**src/rtl/vga_color_sfr.sv**
```systemverilog
// color_config SFR responder plus a 640x480@60 VGA timing generator painting every visible pixel.
// Optional macro VGA_FRAME_SYNC_EN: the displayed color only changes at a frame wrap (no tearing).
module vga_color_sfr #(
    parameter int         CLK_DIV  = 2,
    parameter logic [7:0] SFR_ADDR = 8'd0,
    parameter int         H_VIS    = 640,
    parameter int         H_FP     = 16,
    parameter int         H_SYNC   = 96,
    parameter int         H_BP     = 48,
    parameter int         V_VIS    = 480,
    parameter int         V_FP     = 10,
    parameter int         V_SYNC   = 2,
    parameter int         V_BP     = 33
) (
    input  logic        clk,
    input  logic        rst,
    input  logic [7:0]  mem_addr,
    input  logic [15:0] mem_wdata,
    input  logic        mem_write,
    output logic [11:0] color_q,
    output logic [3:0]  vga_r,
    output logic [3:0]  vga_g,
    output logic [3:0]  vga_b,
    output logic        hsync,
    output logic        vsync,
    output logic        frame_start
);
    localparam int H_TOTAL = H_VIS + H_FP + H_SYNC + H_BP;
    localparam int V_TOTAL = V_VIS + V_FP + V_SYNC + V_BP;
    localparam int DIV_W   = (CLK_DIV > 1) ? $clog2(CLK_DIV) : 1;
    localparam int HW      = $clog2(H_TOTAL + 1);
    localparam int VW      = $clog2(V_TOTAL + 1);

    localparam logic [DIV_W-1:0] DIV_LAST = DIV_W'(CLK_DIV - 1);
    localparam logic [HW-1:0]    H_LAST   = HW'(H_TOTAL - 1);
    localparam logic [HW-1:0]    H_VIS_E  = HW'(H_VIS);
    localparam logic [HW-1:0]    H_SYNC_S = HW'(H_VIS + H_FP);
    localparam logic [HW-1:0]    H_SYNC_E = HW'(H_VIS + H_FP + H_SYNC);
    localparam logic [VW-1:0]    V_LAST   = VW'(V_TOTAL - 1);
    localparam logic [VW-1:0]    V_VIS_E  = VW'(V_VIS);
    localparam logic [VW-1:0]    V_SYNC_S = VW'(V_VIS + V_FP);
    localparam logic [VW-1:0]    V_SYNC_E = VW'(V_VIS + V_FP + V_SYNC);

    logic [DIV_W-1:0] div_cnt;
    logic [HW-1:0]    h_cnt;
    logic [VW-1:0]    v_cnt;
    logic [11:0]      color_config;
    logic [11:0]      act_color;
    logic [11:0]      rgb_q;
    logic             pix_ce;
    logic             out_ce;
    logic             sfr_hit;
    logic             h_wrap;
    logic             wrap;
    logic             visible;
    logic             hs_n;
    logic             vs_n;
    logic             unused_wdata_hi;

    assign unused_wdata_hi = ^mem_wdata[15:12];

    assign sfr_hit = mem_write && (mem_addr == SFR_ADDR);
    assign pix_ce  = (div_cnt == DIV_LAST);
    assign h_wrap  = pix_ce && (h_cnt == H_LAST);
    assign wrap    = h_wrap && (v_cnt == V_LAST);

    assign visible = (h_cnt < H_VIS_E) && (v_cnt < V_VIS_E);
    assign hs_n    = !((h_cnt >= H_SYNC_S) && (h_cnt < H_SYNC_E));
    assign vs_n    = !((v_cnt >= V_SYNC_S) && (v_cnt < V_SYNC_E));

    always_ff @(posedge clk) begin
        if (rst) begin
            div_cnt <= '0;
            h_cnt   <= '0;
            v_cnt   <= '0;
        end else begin
            div_cnt <= pix_ce ? '0 : div_cnt + 1'b1;
            if (pix_ce)
                h_cnt <= h_wrap ? '0 : h_cnt + 1'b1;
            if (h_wrap)
                v_cnt <= (v_cnt == V_LAST) ? '0 : v_cnt + 1'b1;
        end
    end

    always_ff @(posedge clk) begin
        if (rst)
            color_config <= 12'h000;
        else if (sfr_hit)
            color_config <= mem_wdata[11:0];
    end

`ifdef VGA_FRAME_SYNC_EN
    // A store landing on the wrap clock must be the one the new frame shows.
    always_ff @(posedge clk) begin
        if (rst)
            act_color <= 12'h000;
        else if (wrap)
            act_color <= sfr_hit ? mem_wdata[11:0] : color_config;
    end
`else
    assign act_color = color_config;
`endif

    // out_ce is the clk after each counter step, so the first pixel after reset loads too.
    always_ff @(posedge clk) begin
        if (rst) begin
            out_ce      <= 1'b1;
            rgb_q       <= 12'h000;
            hsync       <= 1'b1;
            vsync       <= 1'b1;
            frame_start <= 1'b0;
        end else begin
            out_ce      <= pix_ce;
            frame_start <= wrap;
            if (out_ce) begin
                rgb_q <= visible ? act_color : 12'h000;
                hsync <= hs_n;
                vsync <= vs_n;
            end
        end
    end

    assign color_q = color_config;
    assign vga_r   = rgb_q[3:0];
    assign vga_g   = rgb_q[7:4];
    assign vga_b   = rgb_q[11:8];

endmodule
```
**config.mk**
```make
export PLATFORM = sky130hd
export DESIGN_NAME = vga_color_sfr
export DESIGN_NICKNAME = d
export VERILOG_FILES = /design/src/rtl/vga_color_sfr.sv
export SDC_FILE = /design/constraint.sdc
export NUM_CORES = 1
export LEC_CHECK = 0
export ABC_CLOCK_PERIOD_IN_PS = 2600
export CORE_MARGIN = 2
export CORE_UTILIZATION = 55
export CTS_BUF_LIST = sky130_fd_sc_hd__clkbuf_16
export CTS_CLUSTER_SIZE = 20
export DETAILED_ROUTE_END_ITERATION = 10
export DONT_BUFFER_PORTS = 1
export PLACE_DENSITY = 0.72
export SLEW_MARGIN = 20
export SYNTH_ARGS = -nofsm -noshare
export SYNTH_HDL_FRONTEND = slang
export SYNTH_SLANG_ARGS = --single-unit
```
**constraint.sdc**
```tcl
create_clock -name clk -period 2.6 [get_ports clk]
set_input_delay 0.26 -clock clk [delete_from_list [all_inputs] [get_ports clk]]
set_output_delay 0.26 -clock clk [all_outputs]
set_load 0.05 [all_outputs]
```
==> flow_summary.toml <==
[synth]
post_synth_main_area_contributors = "dfxtp_1 47%, nor2_1 7.3%, mux2i_1 6.3%"
post_synthesis_instance_total = 234
synth.lib_cells_used.distinct = 36
postSynth.topFlopCell = "dfxtp_1"
synth_mux_area_share_pct = 6.292
mapped_cell_area_um2 = 2068
synthAdderAreaFrac_pct = 2.420
synth_enable_flop_cells = 0
post-synth-top-area-fraction_pct = 47.43
yosys_warnings = 0
synth-simple-area-share_pct = 28.31
synth_async_sr_flop_share_pct = 0
synth_area_leader = "dfxtp_1"
synth_compound_gate_area_share_pct = 7.562
synth_xor_xnor_area_share_pct = 4.658
ys_top_cells_by_count = "49 x dfxtp_1, 40 x nor2_1, 20 x a21oi_1, 13 x mux2i_1, 12 x nor2b_1"
synth_most_common_cell = "dfxtp_1"
synth_top_family_by_area = "simple AND/OR/NAND/NOR gates"
synth_nets = 265
synth-seq-cells = 49
postSynthAreaPerCell_um2 = 8.839
synth_sequential_area_ratio_pct = 47.43

[worst_setup_path]
arrival_ps = 2440
endpoint_kind = "flop"
crit_path_top_delay_cell = "or4_4"
critPathKind = "flop to flop"
critical-path-max-stage-delay_ps = 640
req_time_crit_path_ps = 2810
crit_fanout = 9
worstPathBufferInverterCount = 0
crit_path_max_delay_family = "simple AND/OR/NAND/NOR gates"
startpoint = "h_cnt[0]"
reg2reg_from = "h_cnt[0]"
critPathLaunchType = "flop"
worstPathCellList = "ha_1 > nand4_1 > or4_4 > or4_1 > a21oi_1"

[placement]
port_buffers = 0
final_weighted_congestion_of_routability_driven_global_placement = 0.7971
place_hpwl_um = 2576
pre_cts_slack_ps = 378.3

[floorplan]
floorplan.die_area_um2 = 4267
initial_core_util_pct = 56.92
chipHeight_um = 65.32
rows = 22
floorplan.core_area_um2 = 3633
ioPinCount = 54
die_w_um = 65.32

[route]
drcViolationCount = 0
drt_first_iter_violations = 81
detail_route.wl_per_cell_um = 13.56
ant_nets = 0
detail_route.first_pass.iterations = 4
vias = 1589
drt-vias-per-instance = 5.695
detail_route.wirelength_um = 3784

[global_route]
grt_start_max_net_pins = 39
antenna_found_initial = 0
overflow = 0
grtUsageTotal_pct = 19.20
first_pass_grt_wire_length_um = 6458
vias_in_the_first_global_route = 1462

[final_layout]
seq_area_um2 = 980.9
area_growth_pct = 8.953
n_antenna_cell = 0
multiInputGateArea_um2 = 1018
nNetsFinal = 262
filler_cell_count = 324
post_route_cells_drive_above_1_share_pct = 4.762

[timing]
rsz0062_at_grt = "false"
final_hold_fails = 0
maxSlewViolCount = 0
timing.max_slew.rel_slack_pct = 58.22
final.min_clock_period_ps = 2230
finalSetupViolCount = 0
finalWorstSetupSlack_ps = 369.9
worst_slew_pin_slew_ps = 621.0
fin_tns_setup_ps = 0
clock-skew-final_ps = 2.498
fmax_mhz = 448.4
min_period_over_period_pct = 85.77

[clock_network]
cts_made_buffers = 5
clock_sink_count = 49
clock_tree.buffer_depth = 2
htree_num_levels = 2
cts_post_setup_buffers_inserted = 0
tritoncts = "yes"
postCtsResizedCells = 0
insertion_delay_ps = 280
clock_tree.root_cell = "clkbuf_16"
ctsHoldBuffers = 0
path_clk_slew_ps = 60

[power_and_ir_drop]
power_per_cell_area_nw_per_um2 = 658.6
cellLeakagePower_nw = 0.8215
vdd_ir_drop_max_mv = 0.5549
total_power_mw = 1.484

[run_status]
run_status = "complete, no violations"

[flow_run]
timing.max_cap.violations = 0

[hold_path]
hold_start = "rst"
hp_class = "input pin to flop"
-- power breakdown --
part / leakage, nW / internal [mW] / switching, mW
registers: 0.396 / 0.755 / 0.0111
clock network: 0.0797 / 0.446 / 0.252
logic: 0.346 / 0.00770 / 0.0113
total: 0.821 / 1.21 / 0.275
-- cells in the final DEF, fill, tap and decap left out, types with 3 or more instances in the layout --
master	count
nor3_1	7
ha_1	4
nor4_1	8
inv_1	7
dfxtp_1	49
nand4b_1	3
xnor2_1	8
clkbuf_16	5
nand3_1	8
nand2_1	8
nand2b_1	6
mux2i_1	13
nor2b_1	12
xor2_1	3
a21oi_1	20
nor2_1	40
nand4_1	5
-- worst paths after layout --
kind	cells past startpoint	endpoint	slack (ps)
hold / removal	1	rgb_q[0]	50
setup / recovery	5	v_cnt[7]	370
setup reg to reg	5	v_cnt[7]	370
hold reg to reg	2	h_cnt[1]	500
-- kinds of logic (layout without fill, tap and decap cells) --
| kind of cell | count (synthesis) | count (layout) |
|---|---|---|
| compound gates | 28 | 28 |
| xor+xnor | 11 | 11 |
| buf+inv | 18 | 15 |
| flops | 49 | 49 |
| simple gates | 111 | 111 |
| fa+ha+maj | 4 | 4 |
| mux | 13 | 13 |
-- through the flow --
| step | hold slack (ps) | std cells | util [%] | area, um^2 |
|---|---|---|---|---|
| 4_1_cts | 42.09 | 279 | 62.02 | 2253 |
| 6_report | 47.82 | 279 | 62.02 | 2253 |
| 3_5_place_dp | 336.6 | 272 | 57.61 | 2093 |
| 3_3_place_gp | 333.1 | 272 | 57.61 | 2093 |
| 5_1_grt | 41.83 | 279 | 62.02 | 2253 |
| 2_1_floorplan | 403.9 | 234 | - | 2068 |
-- sequential cells by signal (all words and copies together), names as in the netlist --
name and cells:
color_q 12, div_cnt 1, frame_start 1, h_cnt 10, hsync 1, out_ce 1
rgb_q 12, v_cnt 10, vsync 1
-- cell type report --
class | instances | area share [%]
inverter | 7 | 1.166
sequential | 49 | 43.53
timing repair buffer | 1 | 0.3331
clock buffer | 5 | 5.552
clock inverter | 2 | 1.555
tap | 48 | 2.665
multi-input combinational | 167 | 45.20
-- per-layer routing --
metal | vias up | GRT usage [%] | wire length, um | share of wire, %
li1 | 810 | - | - | -
met1 | 736 | 25.57 | 1788 | 47
met2 | 37 | 30.10 | 1768 | 47
met3 | 6 | 5.308 | 189 | 5.0
met4 | 0 | 6.510 | 37 | 0.98
met5 | - | 0 | 0 | 0
(Power assumes the default switching activity.)
